`config.mk`:
```
export PLATFORM = sky130hd
export DESIGN_NAME = uart_hex_display_flat
export DESIGN_NICKNAME = d
export VERILOG_FILES = /design/src/rtl/uart_hex_display_if.sv /design/src/rtl/uart_hex_display.sv /design/src/flat_wrapper.sv
export SDC_FILE = /design/constraint.sdc
export NUM_CORES = 1
export LEC_CHECK = 0
export CELL_PAD_IN_SITES_DETAIL_PLACEMENT = 1
export CELL_PAD_IN_SITES_GLOBAL_PLACEMENT = 1
export CORE_ASPECT_RATIO = 0.6
export CORE_MARGIN = 1.5
export CORE_UTILIZATION = 35
export DETAILED_ROUTE_END_ITERATION = 12
export PLACE_DENSITY = 0.64
export RECOVER_POWER = 25
export SKIP_LAST_GASP = 1
export SYNTH_ARGS = -nofsm -noshare
export SYNTH_HDL_FRONTEND = slang
export SYNTH_SLANG_ARGS = --single-unit
```
`constraint.sdc`:
```
create_clock -name clk -period 2.9 [get_ports clk]
set_input_delay 0.29 -clock clk [delete_from_list [all_inputs] [get_ports clk]]
set_output_delay 0.29 -clock clk [all_outputs]
set_load 0.005 [all_outputs]
```
`src/rtl/uart_hex_display_if.sv`:
```
// Byte stream from the UART receiver into the hex display, plus the error strobe back out.
interface uart_hex_display_if;
  logic [7:0] rx_data;
  logic       rx_valid;
  logic       rx_err;

  modport master (output rx_data, output rx_valid, input rx_err);
  modport slave  (input rx_data, input rx_valid, output rx_err);
endinterface

```
`src/rtl/uart_hex_display.sv`:
```
// Eight-digit scanned common-anode 7-segment driver fed by ASCII hex bytes.
// Optional leading-zero blanking is enabled by defining SEG_LZB_EN.
module uart_hex_display #(
  parameter logic [15:0] SCAN_DIV = 16'd50000
) (
  input  logic                    clk,
  input  logic                    rst,
  uart_hex_display_if.slave       rx,
  output logic [7:0]              en,
  output logic [7:0]              seg_data,
  output logic [3:0]              digit_cnt
);

  logic [31:0] buf_r;
  logic [3:0]  cnt_r;
  logic        rx_err_r;
  logic [15:0] div_r;
  logic [2:0]  idx_r;
  logic        load_r;
  logic [7:0]  en_r;
  logic [7:0]  seg_r;
  logic        is_hex_s;
  logic [3:0]  nib_s;
  logic        tc_s;
  logic [7:0]  blank_s;
  logic [3:0]  digit_val_s;
  logic [7:0]  seg_next_s;

  function automatic logic [7:0] encode(input logic [3:0] v);
    case (v)
      4'h0: encode = 8'hC0;
      4'h1: encode = 8'hF9;
      4'h2: encode = 8'hA4;
      4'h3: encode = 8'hB0;
      4'h4: encode = 8'h99;
      4'h5: encode = 8'h92;
      4'h6: encode = 8'h82;
      4'h7: encode = 8'hF8;
      4'h8: encode = 8'h80;
      4'h9: encode = 8'h90;
      4'hA: encode = 8'h88;
      4'hB: encode = 8'h83;
      4'hC: encode = 8'hC6;
      4'hD: encode = 8'hA1;
      4'hE: encode = 8'h86;
      4'hF: encode = 8'h8E;
      default: encode = 8'hFF;
    endcase
  endfunction

  // Classify the incoming byte as a hex digit and extract its nibble.
  always_comb begin
    is_hex_s = 1'b0;
    nib_s    = 4'h0;
    if (rx.rx_data >= 8'h30 && rx.rx_data <= 8'h39) begin
      is_hex_s = 1'b1;
      nib_s    = rx.rx_data[3:0];
    end else if ((rx.rx_data >= 8'h41 && rx.rx_data <= 8'h46) ||
                 (rx.rx_data >= 8'h61 && rx.rx_data <= 8'h66)) begin
      is_hex_s = 1'b1;
      nib_s    = rx.rx_data[3:0] + 4'd9;
    end else begin
      is_hex_s = 1'b0;
      nib_s    = 4'h0;
    end
  end

  // Digit buffer, entry count and error strobe.
  always_ff @(posedge clk or negedge rst) begin
    if (!rst) begin
      buf_r    <= 32'h0;
      cnt_r    <= 4'd0;
      rx_err_r <= 1'b0;
    end else begin
      rx_err_r <= 1'b0;
      if (rx.rx_valid) begin
        if (is_hex_s) begin
          buf_r <= {buf_r[27:0], nib_s};
          if (cnt_r != 4'd8) cnt_r <= cnt_r + 4'd1;
        end else if (rx.rx_data == 8'h0D) begin
          buf_r <= 32'h0;
          cnt_r <= 4'd0;
        end else if (rx.rx_data == 8'h08) begin
          if (cnt_r != 4'd0) begin
            buf_r <= {4'h0, buf_r[31:4]};
            cnt_r <= cnt_r - 4'd1;
          end
        end else begin
          rx_err_r <= 1'b1;
        end
      end
    end
  end

  assign tc_s = (div_r == (SCAN_DIV - 16'd1));

  // Free-running slot divider and digit index; load_r marks the edge the new slot is latched.
  always_ff @(posedge clk or negedge rst) begin
    if (!rst) begin
      div_r  <= 16'd0;
      idx_r  <= 3'd0;
      load_r <= 1'b0;
    end else begin
      load_r <= tc_s;
      if (tc_s) begin
        div_r <= 16'd0;
        idx_r <= idx_r + 3'd1;
      end else begin
        div_r <= div_r + 16'd1;
      end
    end
  end

`ifdef SEG_LZB_EN
  // A digit is blank when it and every digit to its left are zero; digit 0 always shows.
  always_comb begin
    logic nz_v;
    nz_v    = 1'b0;
    blank_s = 8'h00;
    for (int i = 7; i >= 0; i--) begin
      nz_v       = nz_v | (buf_r[4*i +: 4] != 4'h0);
      blank_s[i] = (i != 0) && !nz_v;
    end
  end
`else
  assign blank_s = 8'h00;
`endif

  // Segment pattern for the digit currently selected by idx_r.
  always_comb begin
    digit_val_s = buf_r[{idx_r, 2'b00} +: 4];
    if (blank_s[idx_r]) begin
      seg_next_s = 8'hFF;
    end else begin
      seg_next_s = encode(digit_val_s);
    end
  end

  // Registered digit enable and segment outputs, updated once per slot.
  always_ff @(posedge clk or negedge rst) begin
    if (!rst) begin
      en_r  <= 8'hFF;
      seg_r <= 8'hFF;
    end else if (load_r) begin
      en_r  <= ~(8'h01 << idx_r);
      seg_r <= seg_next_s;
    end
  end

  assign en        = en_r;
  assign seg_data  = seg_r;
  assign digit_cnt = cnt_r;
  assign rx.rx_err = rx_err_r;

endmodule
```
`src/flat_wrapper.sv`:
```
// flat-port wrapper written by rule: the top's interface ports become plain ports
module uart_hex_display_flat 
#(
  parameter logic [15:0] SCAN_DIV = 16'd50000
)
  (clk, rst, en, seg_data, digit_cnt, rx_rx_data, rx_rx_valid, rx_rx_err);
  uart_hex_display_if rx_i ();
  input  logic clk;
  input  logic rst;
  output logic [7:0] en;
  output logic [7:0] seg_data;
  output logic [3:0] digit_cnt;
  input wire logic [$bits(rx_i.rx_data)-1:0] rx_rx_data;
  input wire logic [$bits(rx_i.rx_valid)-1:0] rx_rx_valid;
  output wire logic [$bits(rx_i.rx_err)-1:0] rx_rx_err;
  assign rx_i.rx_data = rx_rx_data;
  assign rx_i.rx_valid = rx_rx_valid;
  assign rx_rx_err = rx_i.rx_err;
  uart_hex_display #(.SCAN_DIV(SCAN_DIV)) u_core (.clk(clk), .rst(rst), .rx(rx_i), .en(en), .seg_data(seg_data), .digit_cnt(digit_cnt));
endmodule
```
==> After elaboration in Yosys (flattened, before gate mapping) <==
Memory sizes are Yosys's and may differ from the RTL's.
Cells that the tools add are included.
{ "word_totals": {"reg_bits": 73, "latchBits": 0, "mem_bits_rw": 0, "rom_bits": 120, "in_bits": 11, "out_inout_bits": 21, "wordCells": 59, "mem_count": 2} }
{ "classes": {"addsub": 5, "mul": 0, "div_mod_pow": 0, "magnitude_cmp": 7, "n_eq_ne": 5, "shift": 2, "mux": 20, "bitwise": 1, "reduce_logical": 9} }
{ "memory_table": {"columns": ["memory", "words", "word_bits", "rd", "rd_clocked_by_memory_dff", "wr", "line", "rtl"], "rows": [
  ["(no name shown)", 16, 7, 1, 0, 0, "uart_hex_display.sv:30", "case (v)"],
  ["(no name shown)", 8, 1, 1, 0, 0, "uart_hex_display.sv:132", "if (blank_s[idx_r]) begin"]
]} }
{ "op_table": {"columns": ["cell", "n"], "rows": [
  ["two-way mux 32 bit", 4],
  ["variable part select 32 x 6 -> 4 bit", 1],
  ["two-way mux 4 bit", 7],
  ["adder 16 x 1 -> 16 bit (second input constant)", 1],
  ["equality test 16 bit (second input constant)", 1],
  ["equality test 8 x 4 -> 1 bit (second input constant)", 2],
  ["greater-or-equal comparator 8 x 7 -> 1 bit (second input constant)", 2],
  ["<= comparator 8 x 7 -> 1 bit (second input constant)", 2],
  ["two-way mux 16 bit", 1],
  ["greater-or-equal comparator 8 x 6 -> 1 bit (second input constant)", 1],
  ["<= comparator 8 x 6 -> 1 bit (second input constant)", 1],
  ["two-way mux 8 bit", 1],
  ["NOT 8 bit", 1],
  ["left shift 1 x 3 -> 8 bit (first input constant)", 1],
  ["two-way mux 1 bit", 7],
  ["nonzero test 3 bit", 2],
  ["adder 4 x 1 -> 4 bit (second input constant)", 1],
  ["adder 4 bit (second input constant)", 1],
  ["< comparator 3 x 4 -> 1 bit (second input constant)", 1],
  ["!= test 4 bit (second input constant)", 1],
  ["AND reduction 4 bit", 1],
  ["nonzero test 4 bit", 1],
  ["subtractor 4 x 1 -> 4 bit (second input constant)", 1],
  ["adder 3 x 1 -> 3 bit (second input constant)", 1],
  ["other kinds (4)", 6]
]} }

==> Longest topological paths before layout <==
{ "depth": {"word_depth": 7, "depth_mapped": 10, "ltp_nobuf": 9} }

==> Worst setup path after synthesis <==
No wires, ideal clock.
{ "synth_timing": {"path_kind": "register -> register", "from": "register u_core.idx_r[0]", "to": "register u_core.seg_r[0], in the netlist u_core.seg_data[0]", "setup_ps": 93, "t_arrival_ps": 2486, "t_required_ps": 2807, "slack_ps": 321, "path_stages_with_launch": 9, "path_buffers": 1, "period_less_slack_ps": 2579, "path_cell_list": "dfrtp_1 -> clkbuf_1 -> mux4_2 -> mux2i_1 -> inv_1 -> ha_1 -> or4_1 -> o21ai_0 -> a21oi_1"} }
{ "synth_between": {"elab_chain_cells": 3, "word_cells_on_any_way": 5, "cone_classes": "1 x shift; 2 x mux; 2 x memory"} }
{ "synth_rtl": {"columns": ["element", "line", "rtl"], "rows": [
  ["start, declared", "uart_hex_display.sv:18", "logic [2:0] idx_r;"],
  ["start signal, assigned", "uart_hex_display.sv:107", "idx_r <= idx_r + 3'd1;"],
  ["variable part select 32 x 6 -> 4 bit / memory (8 x 1 bit) (equally long branches)", null, null],
  ["memory (16 x 7 bit) / two-way mux 1 bit (equally long branches)", null, null],
  ["two-way mux 8 bit *", "uart_hex_display.sv:132", null],
  ["end signal, assigned", "uart_hex_display.sv:146", "seg_r <= seg_next_s;"],
  ["end, declared", "uart_hex_display.sv:21", "logic [7:0] seg_r;"]
]} }
Mark *: on every way between the ends. The rest lies on a longest branch, timed or not. The select of a mux whose other input is x is not followed.
A chain may end at the register's enable or synchronous reset.

==> Worst setup path after layout <==
{ "layout_timing": {"from": "register u_core.idx_r[0]", "to": "register u_core.seg_r[3], in the netlist u_core.seg_data[3]"} }
Same word-level chain as after synthesis.

==> key figures <==
Outcome
  • Outcome: complete, but fails checks
  • Failing checks: max-capacitance violations, max-slew violations

Placed design
  • Gpl congestion: 0.804
  • Placed cell count: 598
  • IO buf count: 30
  • Dpl hpwl: 7140 um

STA
  • Clock skew: 0.00937 ns
  • Fmax: 411 MHz
  • Final hold viol count: 0
  • RSZ-0062 raised after global routing: no
  • Worst rel slew slack: -29.4%
  • Setup-failing EPs final: 0
  • Setup tns final: 0 ns
  • Max Slew Vio Count: 33
  • Tightest Pin Transition: 1.94 ns
  • Tmin final: 2.43 ns
  • Period Utilization, post-route: 83.9%

CTS
  • Postcts setup bufs: 0
  • Post-CTS Hold Fix Bufs: 0
  • Clock sinks: 72
  • Num CTS Buffers: 9
  • Post-CTS resize count: 0
  • CTS root buf: clkbuf_16
  • TritonCTS clock tree: done
  • Clk_lat worst skew: 0.34 ns
  • Clock buffer depth: 2
  • Htree depth: 3
  • CTS clk-pin slew, worst paths: 0.06 ns

Cells and area
  • Commonest non-fill, non-tap cell in the layout: dfrtp_1
  • Final nets: 479
  • Non-Filler Instances: 614
  • Share of cells above drive strength 1: 15.0%
  • Area delta synth->final: 21.9%
  • Post-Route Utilization: 43.8%
  • ANT cells: 0
  • Most frequent cells in the layout: 57 x dfrtp_1, 52 x nand2_1, 39 x o21ai_0

Logic synthesis
  • Multiplexer share of the synthesized area: 7.25%
  • Post-synthesis compound-gate area fraction: 17.2%
  • Simple-Gate Fraction of Synth Area: 16.8%
  • Flops & latches, synth: 72
  • Cell taking the most area after synthesis: dfrtp_1
  • Top post-synthesis cells by area: dfrtp_1 35%, dfstp_2 9.7%, ha_1 5.9%, o21ai_0 4.8%, nand2_1 4.8%
  • Ys flop type: dfrtp_1
  • Synth Area in Adders: 5.86%
  • Combinational family with the most area after synthesis: compound AO/OA/AOI/OAI gates
  • Synth cell types: 58
  • Synth warn: 0
  • Mean Syn Cell Area: 9.82 um^2
  • Post-synthesis sequential area ratio: 44.9%
  • Post-synth top area share: 35.2%
  • Cells after synthesis: 413
  • Mapped cell area: 0.00406 mm^2
  • XOR/XNOR Fraction of Synth Area: 3.46%
  • Syn Nets: 443
  • Post-synth EDFFs: 0
  • FFs w/ async S/R, synth: 100%

Worst setup path
  • Crit start category: flip-flop
  • Crit path required time: 3.17 ns
  • CP cell instances: mux4_2, nand2_1, nand2_1, ha_1, nand2_1, a21boi_0, mux2i_1, mux2_2
  • CP Class: flip-flop to flip-flop
  • Worst path max stage delay: 0.59 ns
  • Most used cell, CP: nand2_1
  • Critical path arrival: 2.70 ns
  • Worst-path cell with the longest stage delay: dfrtp_1
  • CP endpoint kind: flip-flop
  • Maximum net fanout on the critical path: 7

Route
  • Vias: 3251
  • Antenna Nets Post-Route: 0
  • Final wirelength: 10400 um
  • Drt pass-1 iters: 5
  • Initial DRC count: 151
  • DR WL/cell: 17.0 um
  • Vias per cell: 5.29
  • Drt drc: 0

Global route
  • All-Layer GR Usage: 18.5%
  • Vias in the first global route: 3321
  • First-pass GRT wire length: 17600 um
  • GRT Residual Overflow: 0
  • Largest net degree at the start of global routing: 41
  • Initial antenna violation count: 0

Floorplan
  • I/O pins: 32
  • # rows: 30
  • Core outline area: 0.0113 mm^2
  • Starting Density: 35.9%
  • Die Area: 0.0123 mm^2
  • Die H: 86.4 um
  • Die width: 142 um

Pwr
  • Pwr Total: 2.75 mW
  • Peak supply drop: 0.288 mV
  • Power Dens Cells: 557 mW/mm^2
  • P_leak: 2.06 nW

Hold path
  • Worst Hold Class: flip-flop to flip-flop

Run
  • Max cap viols: 1
logic make-up (layout without fill, tap and decap cells):
group	count (synthesis)	in the layout
DFF	72	72
adders and majority gates	19	19
and+or+nand+nor	144	144
buffers and inverters	37	78
xor gates and xnor gates	16	16
muxes	19	19
other	1	1
AOI/OAI and AO/OA	105	105
sequential cells by signal, indices dropped and copies added, names as in the netlist:
| signal | count |
|---|---|
| u_core.buf_r | 32 |
| u_core.div_r | 16 |
| u_core.en | 8 |
| u_core.seg_data | 7 |
| u_core.digit_cnt | 4 |
| u_core.idx_r | 3 |
| u_core.load_r | 1 |
| u_core.rx.rx_err | 1 |
path summary, 6_finish.rpt:
kind                                                   to                        start  depth (start not counted)  slack (ns)
max                        u_core.seg_data[3]$_DFFE_PN1P_  u_core.idx_r[0]$_DFFE_PN0P_                          8        0.47
max reg2reg                u_core.seg_data[3]$_DFFE_PN1P_  u_core.idx_r[0]$_DFFE_PN0P_                          8        0.47
min reg2reg                     u_core.div_r[0]$_DFF_PN0_    u_core.div_r[0]$_DFF_PN0_                          1        0.48
max in group asynchronous     u_core.buf_r[7]$_DFFE_PN0P_                          rst                          1        1.29
min in group asynchronous    u_core.buf_r[30]$_DFFE_PN0P_                          rst                          1        0.49
min                             u_core.div_r[0]$_DFF_PN0_    u_core.div_r[0]$_DFF_PN0_                          1        0.48
critical path, delay by kind of cell, from the launching register on:
kind	cells	cell delay, ns
AOI/OAI and AO/OA	1	0.22
adders and majority gates	1	0.27
DFF	1	0.59
muxes	3	0.95
and+or+nand+nor	3	0.33
power breakdown:
group          internal (mW)  total, mW  switching [mW]  leakage, nW
Combinational          0.171      0.347           0.176        0.971
Clock                  0.864       1.31           0.447        0.162
Sequential              1.04       1.09          0.0580        0.927
Total                   2.07       2.75           0.681         2.06
per-layer routing:
| metal | up-vias | GRT usage [%] | part of all wire (%) |
|---|---|---|---|
| met1 | 1658 | 27.3 | 54 |
| met3 | 11 | 3.98 | 2.9 |
| li1 | 1542 | - | - |
| met5 | - | 0 | 0 |
| met2 | 40 | 26.8 | 42 |
| met4 | 0 | 6.19 | 1.2 |
metrics by stage:
stage | hold slack, ns | instance area (um^2) | setup WS [ns]
2_1_floorplan | -0.00559 | 4060 | 0.321
3_3_place_gp | 0.427 | 4600 | 0.282
3_5_place_dp | 0.432 | 4600 | 0.122
4_1_cts | 0.0603 | 4950 | 0.446
5_1_grt | 0.506 | 4940 | 0.269
6_report | 0.483 | 4940 | 0.468
area by class of cell:
cell class	count	area, um^2
flip-flops and latches	72	1820
inverters	11	41.3
well taps	160	200
clock buffers	11	243
clock inverters	5	105
multi-input cells	304	2060
fillers	1260	6350
repair buffers	51	477
cell usage after synthesis, drive strengths merged (2+ instances only):
| master | instances |
|---|---|
| dfrtp | 57 |
| nand2 | 52 |
| o21ai | 42 |
| nor2 | 33 |
| nand3 | 26 |
| a21boi | 21 |
| ha | 19 |
| clkbuf | 15 |
| dfstp | 15 |
| a31oi | 11 |
| buf | 11 |
| inv | 9 |
| xor2 | 9 |
| a21oi | 8 |
| mux2i | 8 |
| mux4 | 8 |
| xnor2 | 7 |
| a22oi | 5 |
| nand4 | 5 |
| a32o | 4 |
| and2 | 4 |
| mux2 | 3 |
| nand2b | 3 |
| or3 | 3 |
| a221oi | 2 |
| and3 | 2 |
| clkinv | 2 |
| nor2b | 2 |
| nor3b | 2 |
| nor4 | 2 |
| or4 | 2 |
Note: power is estimated with default switching activity, not from simulation.
